File: src/rtl/mips_instr_encoder_pkg.sv
// Purpose: shared MIPS ISA constants for the instruction encoder (opcodes, JR funct, kind codes, FSM states).
// Latency: n/a (constants and types only).
// Backpressure: n/a.
package mips_isa_pkg;

    // Primary opcodes, instruction bits [31:26]
    localparam logic [5:0] OP_RTYPE = 6'h00;
    localparam logic [5:0] OP_J     = 6'h02;
    localparam logic [5:0] OP_JAL   = 6'h03;
    localparam logic [5:0] OP_BEQ   = 6'h04;
    localparam logic [5:0] OP_BNE   = 6'h05;
    localparam logic [5:0] OP_ADDI  = 6'h08;
    localparam logic [5:0] OP_ANDI  = 6'h0c;
    localparam logic [5:0] OP_ORI   = 6'h0d;
    localparam logic [5:0] OP_LUI   = 6'h0f;
    localparam logic [5:0] OP_LW    = 6'h23;
    localparam logic [5:0] OP_SW    = 6'h2b;

    localparam logic [5:0] FUNCT_JR = 6'h08;

    // Instruction kinds; identical to the control unit's ALUOp codes
    localparam logic [3:0] KIND_ADDI  = 4'd1;
    localparam logic [3:0] KIND_ORI   = 4'd2;
    localparam logic [3:0] KIND_ANDI  = 4'd3;
    localparam logic [3:0] KIND_LUI   = 4'd4;
    localparam logic [3:0] KIND_SW    = 4'd5;
    localparam logic [3:0] KIND_LW    = 4'd6;
    localparam logic [3:0] KIND_BEQ   = 4'd7;
    localparam logic [3:0] KIND_BNE   = 4'd8;
    localparam logic [3:0] KIND_J     = 4'd9;
    localparam logic [3:0] KIND_JAL   = 4'd10;
    localparam logic [3:0] KIND_RTYPE = 4'd15;

    // Loader FSM encoding
    localparam logic [1:0] ST_IDLE = 2'd0;
    localparam logic [1:0] ST_LOAD = 2'd1;
    localparam logic [1:0] ST_FULL = 2'd2;

    // One instruction beat as presented by the sequencer
    typedef struct packed {
        logic [3:0]  kind;
        logic [4:0]  rs;
        logic [4:0]  rt;
        logic [4:0]  rd;
        logic [4:0]  shamt;
        logic [5:0]  funct;
        logic [15:0] imm;
        logic [25:0] target;
    } beat_t;

endpackage

File: src/rtl/mips_instr_encoder_if.sv
// Purpose: sequencer <-> encoder bundle: start, beat handshake and fields, memory write port and status.
// Latency: n/a (wiring only).
// Backpressure: in_ready from the encoder (slave) gates in_valid from the sequencer (master).
interface mips_instr_encoder_if #(
    parameter int ADDR_WIDTH = 8
);
    logic                  start;
    logic                  in_valid;
    logic                  in_ready;
    logic [3:0]            kind;
    logic [4:0]            rs;
    logic [4:0]            rt;
    logic [4:0]            rd;
    logic [4:0]            shamt;
    logic [5:0]            funct;
    logic [15:0]           imm;
    logic [25:0]           target;
    logic                  mem_we;
    logic [ADDR_WIDTH-1:0] mem_addr;
    logic [31:0]           mem_wdata;
    logic [ADDR_WIDTH:0]   count;
    logic                  full;
    logic                  err;

    modport master (
        output start, in_valid, kind, rs, rt, rd, shamt, funct, imm, target,
        input  in_ready, mem_we, mem_addr, mem_wdata, count, full, err
    );

    modport slave (
        input  start, in_valid, kind, rs, rt, rd, shamt, funct, imm, target,
        output in_ready, mem_we, mem_addr, mem_wdata, count, full, err
    );
endinterface

File: src/rtl/mips_instr_encoder_pack.sv
// Purpose: pack one instruction beat into a 32-bit MIPS word; legal=0 for unassigned kinds.
// Latency: combinational.
// Backpressure: none.
// Ports: beat (kind + operand fields) in; word (encoded instruction), legal out.
module mips_instr_pack
    import mips_isa_pkg::*;
(
    input  beat_t       beat,
    output logic [31:0] word,
    output logic        legal
);

    always_comb begin
        word  = 32'h0;
        legal = 1'b1;
        case (beat.kind)
            // JR only carries rs; whatever the sequencer left in rt/rd/shamt is dropped
            KIND_RTYPE: word = (beat.funct == FUNCT_JR)
                             ? {OP_RTYPE, beat.rs, 15'd0, beat.funct}
                             : {OP_RTYPE, beat.rs, beat.rt, beat.rd, beat.shamt, beat.funct};
            KIND_ADDI:  word = {OP_ADDI, beat.rs, beat.rt, beat.imm};
            KIND_ORI:   word = {OP_ORI,  beat.rs, beat.rt, beat.imm};
            KIND_ANDI:  word = {OP_ANDI, beat.rs, beat.rt, beat.imm};
            KIND_SW:    word = {OP_SW,   beat.rs, beat.rt, beat.imm};
            KIND_LW:    word = {OP_LW,   beat.rs, beat.rt, beat.imm};
            KIND_BEQ:   word = {OP_BEQ,  beat.rs, beat.rt, beat.imm};
            KIND_BNE:   word = {OP_BNE,  beat.rs, beat.rt, beat.imm};
            KIND_LUI:   word = {OP_LUI,  5'd0,    beat.rt, beat.imm};
            KIND_J:     word = {OP_J,    beat.target};
            KIND_JAL:   word = {OP_JAL,  beat.target};
            default:    legal = 1'b0;
        endcase
    end

endmodule

File: src/rtl/mips_instr_encoder.sv
// Purpose: program loader; encodes accepted beats and writes them to consecutive instruction-memory words.
// Latency: 1 cycle from accepting edge to mem_we/mem_addr/mem_wdata; count/full/err update on that same edge.
// Backpressure: in_ready only in LOAD and never while start is high; drops once the region is full.
// Ports: clk, reset (async, active-low), bus (slave side of mips_instr_encoder_if).
module mips_instr_encoder
    import mips_isa_pkg::*;
#(
    parameter int ADDR_WIDTH = 8,
    parameter int BASE_ADDR  = 0
)(
    input  logic                  clk,
    input  logic                  reset,
    mips_instr_encoder_if.slave   bus
);

    localparam logic [ADDR_WIDTH-1:0] BASE = ADDR_WIDTH'(BASE_ADDR);

    logic [1:0]            state;
    logic [ADDR_WIDTH-1:0] next_addr;
    logic [ADDR_WIDTH:0]   count_q;
    logic [ADDR_WIDTH:0]   count_inc;
    logic                  mem_we_q;
    logic [ADDR_WIDTH-1:0] mem_addr_q;
    logic [31:0]           mem_wdata_q;
    logic                  full_q;
    logic                  err_q;

    beat_t       beat;
    logic [31:0] word;
    logic        legal;
    logic        accept;

    assign beat = '{kind:   bus.kind,   rs:    bus.rs,    rt:  bus.rt,
                    rd:     bus.rd,     shamt: bus.shamt, funct: bus.funct,
                    imm:    bus.imm,    target: bus.target};

    mips_instr_pack u_pack (
        .beat  (beat),
        .word  (word),
        .legal (legal)
    );

    assign bus.in_ready = (state == ST_LOAD) && !bus.start;
    assign accept       = bus.in_valid && bus.in_ready;
    assign count_inc    = count_q + 1'b1;

    always_ff @(posedge clk or negedge reset) begin
        if (!reset) begin
            state       <= ST_IDLE;
            next_addr   <= '0;
            count_q     <= '0;
            mem_we_q    <= 1'b0;
            mem_addr_q  <= '0;
            mem_wdata_q <= 32'h0;
            full_q      <= 1'b0;
            err_q       <= 1'b0;
        end else begin
            mem_we_q <= 1'b0;
            if (bus.start) begin
                state     <= ST_LOAD;
                next_addr <= BASE;
                count_q   <= '0;
                full_q    <= 1'b0;
                err_q     <= 1'b0;
            end else if (accept) begin
                if (legal) begin
                    mem_we_q    <= 1'b1;
                    mem_addr_q  <= next_addr;
                    mem_wdata_q <= word;
                    next_addr   <= next_addr + 1'b1;
                    count_q     <= count_inc;
                    // MSB of the count set means 2^ADDR_WIDTH words written: stop, no wrap
                    if (count_inc[ADDR_WIDTH]) begin
                        full_q <= 1'b1;
                        state  <= ST_FULL;
                    end
                end else begin
                    // Illegal kind is consumed but leaves no trace except the sticky flag
                    err_q <= 1'b1;
                end
            end
        end
    end

    assign bus.mem_we    = mem_we_q;
    assign bus.mem_addr  = mem_addr_q;
    assign bus.mem_wdata = mem_wdata_q;
    assign bus.count     = count_q;
    assign bus.full      = full_q;
    assign bus.err       = err_q;

endmodule

File: src/flat_wrapper.sv
// flat-port wrapper written by rule: the top's interface ports become plain ports
module mips_instr_encoder_flat import mips_isa_pkg::*;
#(
    parameter int ADDR_WIDTH = 8,
    parameter int BASE_ADDR  = 0
)
  (clk, reset, bus_start, bus_in_valid, bus_kind, bus_rs, bus_rt, bus_rd, bus_shamt, bus_funct, bus_imm, bus_target, bus_in_ready, bus_mem_we, bus_mem_addr, bus_mem_wdata, bus_count, bus_full, bus_err);
  mips_instr_encoder_if #(.ADDR_WIDTH(ADDR_WIDTH)) bus_i ();
  input  logic clk;
  input  logic reset;
  input wire logic [$bits(bus_i.start)-1:0] bus_start;
  input wire logic [$bits(bus_i.in_valid)-1:0] bus_in_valid;
  input wire logic [$bits(bus_i.kind)-1:0] bus_kind;
  input wire logic [$bits(bus_i.rs)-1:0] bus_rs;
  input wire logic [$bits(bus_i.rt)-1:0] bus_rt;
  input wire logic [$bits(bus_i.rd)-1:0] bus_rd;
  input wire logic [$bits(bus_i.shamt)-1:0] bus_shamt;
  input wire logic [$bits(bus_i.funct)-1:0] bus_funct;
  input wire logic [$bits(bus_i.imm)-1:0] bus_imm;
  input wire logic [$bits(bus_i.target)-1:0] bus_target;
  output wire logic [$bits(bus_i.in_ready)-1:0] bus_in_ready;
  output wire logic [$bits(bus_i.mem_we)-1:0] bus_mem_we;
  output wire logic [$bits(bus_i.mem_addr)-1:0] bus_mem_addr;
  output wire logic [$bits(bus_i.mem_wdata)-1:0] bus_mem_wdata;
  output wire logic [$bits(bus_i.count)-1:0] bus_count;
  output wire logic [$bits(bus_i.full)-1:0] bus_full;
  output wire logic [$bits(bus_i.err)-1:0] bus_err;
  assign bus_i.start = bus_start;
  assign bus_i.in_valid = bus_in_valid;
  assign bus_i.kind = bus_kind;
  assign bus_i.rs = bus_rs;
  assign bus_i.rt = bus_rt;
  assign bus_i.rd = bus_rd;
  assign bus_i.shamt = bus_shamt;
  assign bus_i.funct = bus_funct;
  assign bus_i.imm = bus_imm;
  assign bus_i.target = bus_target;
  assign bus_in_ready = bus_i.in_ready;
  assign bus_mem_we = bus_i.mem_we;
  assign bus_mem_addr = bus_i.mem_addr;
  assign bus_mem_wdata = bus_i.mem_wdata;
  assign bus_count = bus_i.count;
  assign bus_full = bus_i.full;
  assign bus_err = bus_i.err;
  mips_instr_encoder #(.ADDR_WIDTH(ADDR_WIDTH), .BASE_ADDR(BASE_ADDR)) u_core (.clk(clk), .reset(reset), .bus(bus_i));
endmodule
File: config.mk
export PLATFORM = sky130hd
export DESIGN_NAME = mips_instr_encoder_flat
export DESIGN_NICKNAME = d
export VERILOG_FILES = /design/src/rtl/mips_instr_encoder_pkg.sv /design/src/rtl/mips_instr_encoder_if.sv /design/src/rtl/mips_instr_encoder_pack.sv /design/src/rtl/mips_instr_encoder.sv /design/src/flat_wrapper.sv
export SDC_FILE = /design/constraint.sdc
export NUM_CORES = 1
export LEC_CHECK = 0
export ABC_AREA = 1
export CELL_PAD_IN_SITES_DETAIL_PLACEMENT = 1
export CELL_PAD_IN_SITES_GLOBAL_PLACEMENT = 2
export CORE_MARGIN = 4
export CORE_UTILIZATION = 36
export CTS_CLUSTER_SIZE = 8
export DETAILED_ROUTE_END_ITERATION = 8
export DONT_BUFFER_PORTS = 1
export PLACE_DENSITY_LB_ADDON = 0.1
export SLEW_MARGIN = 20
export SYNTH_ARGS = -nofsm -noshare
export SYNTH_HDL_FRONTEND = slang
export SYNTH_SLANG_ARGS = --single-unit
export TNS_END_PERCENT = 50
File: constraint.sdc
create_clock -name clk -period 4.05 [get_ports clk]
set_input_delay 0.6075 -clock clk [delete_from_list [all_inputs] [get_ports clk]]
set_output_delay 0.6075 -clock clk [all_outputs]
set_load 0.02 [all_outputs]
==> summary.txt <==
Clock network
  – CTS H-tree depth: 3
  – Clock sinks: 60
  – Skew-Pair Late Insertion Delay: 0.34 ns
  – Clock transition at path regs: 0.07 ns
  – TritonCTS clock tree: built
  – Max clock buf depth: 2
  – TritonCTS Buffers: 9
  – CTS Root Cell: clkbuf_8

Global route
  – First-pass GRT wire length: 18100 um
  – Overall Global Routing Usage: 0.192
  – Vias in the first global route: 3599
  – Pin count of the biggest net entering global routing: 61
  – Total global routing overflow: 0
  – Number of antenna violations at the first check in global routing: 0

Pwr
  – Switch share: 0.339
  – Seq pwr share: 0.521
  – Gate power share: 0.133
  – P per Cell Area: 401 nW/um^2
  – Clk pwr share: 0.346
  – P_int: 1.06 mW
  – Static Leak: 2.24 nW
  – Net switching power: 0.543 mW
  – Max VDD drop: 0.211 mV

Layout
  – Multi-input logic area: 1810 um^2
  – Leading cell types in the layout, fill and taps excluded: nand2_1, nand3_1, inv_1
  – Fraction of layout instances using a drive strength above 1: 0.0705
  – Fill count: 1312
  – Reg area: 1500 um^2
  – Fin nets: 627
  – Commonest non-fill, non-tap cell in the layout: nand2_1
  – Syn-to-layout area delta: 7.13%
  – N_diodes: 0
  – Final instance area: 3980 um^2

Job
  – Max Cap Violations: 0

Status
  – Status: complete, no violations

Placed design
  – Area after DPL: 3760 um^2
  – RePlAce Congestion: 0.769
  – Port bufs: 0
  – DP HPWL: 8000 um

Yosys
  – Cell taking the most area after synthesis: dfrtp_1
  – Synth top area cells: dfrtp_1, nand2_1, nand3_1
  – Yosys reg bits: 60
  – Syn Inst Count: 557
  – Yosys top cell area share: 0.404
  – Syn. warnings: 0
  – Mean Syn Cell Area: 6.68 um^2
  – Sequential share of the synthesized area: 0.404
  – Syn Nets: 635
  – Distinct cell type count after synthesis: 28
  – Synthesized area: 3720 um^2

Route
  – WL/cell: 15.9 um
  – Residual DRC: 0
  – Final WL: 10900 um
  – DRT Pass-1 Iters: 4
  – Vias per cell: 4.94
  – Via count: 3390
  – Drt first-iter violations: 130
  – Antenna viol nets, final: 0

Floorplanning
  – Starting Density: 0.375
  – Die Y: 110 um
  – Rows: 36
  – I/O pin cnt: 129
  – Core ar.: 9910 um^2
  – Die area: 12000 um^2
  – Die Span X: 110 um

STA
  – Final Setup Violations: 0
  – RSZ-0062 raised after global routing: false
  – Max-slew headroom: 0.371
  – Final Cycle Share: 0.624
  – Hold Vio Cnt, Final: 0
  – Clock skew: 0.0111 ns
  – Final Max Slew Viols: 0
  – Fin Setup TNS: 0 ns
  – Max Clk Rate: 396 MHz
  – Worst slew pin tran: 0.942 ns
  – Fin crit period: 2.53 ns

Critical path
  – CP Class: primary input to flop
  – Worst endpoint data arrival time: 2.79 ns
  – Setup crit start kind: primary input
  – Critical path fanouts, max: 38
  – Critical path origin: bus_kind[1]
  – Reg2Reg Depth: 8
  – Worst r2r src: u_core.bus.full
  – CP Capture Type: flop
  – Req. time, crit path: 4.31 ns

Hold path
  – Hold Path Class: primary input to asynchronous set/reset pin
## stage by stage
step           setup WS [ns]  total power, mW  hold slack [ns]  instances   util
3_3_place_gp            1.24             1.04            0.313        670  0.379
5_1_grt                 1.18             1.69            0.141        686  0.402
6_report                1.52             1.60            0.143        686  0.402
4_1_cts                 1.49             1.63            0.139        686  0.402
3_5_place_dp            1.12             1.05            0.313        670  0.379
2_1_floorplan           2.26            0.988            0.312        557      -
## critical path, stage by stage
cell and delay [ns]:
nor2_2 0.24, nor2_1 0.13, o21ai_1 0.18, nand3_2 0.33, nand2_2 0.55, buf_4 0.48, nand3_1 0.13, nand2_1 0.11
## final timing paths
path | to | slack [ns]
min reg2reg | u_core.state[0] | 0.49
max reg2reg | u_core.bus.mem_wdata[11] | 1.69
min in group clk | u_core.bus.full | 0.32
min | u_core.bus.mem_wdata[8] | 0.14
max in group asynchronous | u_core.bus.mem_wdata[21] | 3.64
max | u_core.bus.count[4] | 1.52
## final cells by class
class / count / share of cell area
sequential: 60 / 0.377
clock inverter: 4 / 0.0122
multi-input combinational: 407 / 0.455
timing repair buffer: 4 / 0.0126
clock buffer: 11 / 0.0380
inverter: 67 / 0.0631
tap: 133 / 0.0418
## cell families (layout without fill, tap and decap cells)
logic type	after synthesis	in the layout	share of synthesized area
AOI/OAI and AO/OA	29	29	0.0424
xor gates and xnor gates	8	8	0.0188
adders and majority gates	2	2	0.00673
buffers and inverters	90	86	0.108
DFF	60	60	0.404
other	1	1	0.00101
and+or+nand+nor	367	367	0.419
## synth_stat cells
cell type  number
nor3_1          1
buf_4           4
nor3b_2         1
o21ai_2         3
buf_6           6
nand4_1        14
xor2_1          8
clkbuf_1        9
nor2_1         33
nor2_2          3
nand3_2         2
nor3b_1         1
inv_2           5
buf_2           4
nor2_4          2
dfrtp_1        60
nand2_4         1
inv_1          62
o22ai_1         1
conb_1          1
ha_1            2
nand2_1       242
o21ai_0         6
and2_1          1
nand2_2         3
o21ai_1         1
a21oi_1        18
nand3_1        63
## sequential cells by signal (all words and copies together), names as in the netlist
| name | cells |
|---|---|
| u_core.bus.count | 9 |
| u_core.bus.err | 1 |
| u_core.bus.full | 1 |
| u_core.bus.mem_addr | 8 |
| u_core.bus.mem_wdata | 31 |
| u_core.bus.mem_we | 1 |
| u_core.next_addr | 8 |
| u_core.state | 1 |
## power groups by stage
| stage | logic [mW] | registers [mW] | clock network, mW |
|---|---|---|---|
| 3_5_place_dp | 0.202 | 0.845 | 0 |
| 6_report | 0.212 | 0.832 | 0.554 |
| 5_1_grt | 0.251 | 0.846 | 0.598 |
| 3_3_place_gp | 0.194 | 0.846 | 0 |
| 4_1_cts | 0.217 | 0.836 | 0.572 |
| 2_1_floorplan | 0.170 | 0.818 | 0 |
## per-layer routing
layer | track usage | vias up | share of wire
li1 | - | 1705 | -
met1 | 0.235 | 1565 | 0.43
met2 | 0.323 | 106 | 0.46
met3 | 0.0646 | 14 | 0.095
met4 | 0.0490 | 0 | 0.014
met5 | 0 | - | 0
## what timing repair did
action,CTS,global route
resized for setup,0,0
endpoints found under the hold margin,60,0
buffers inserted,0,0
hold buffers,1,0
setup endpoints to repair,0,0
Note: power is estimated with default switching activity, not from simulation.
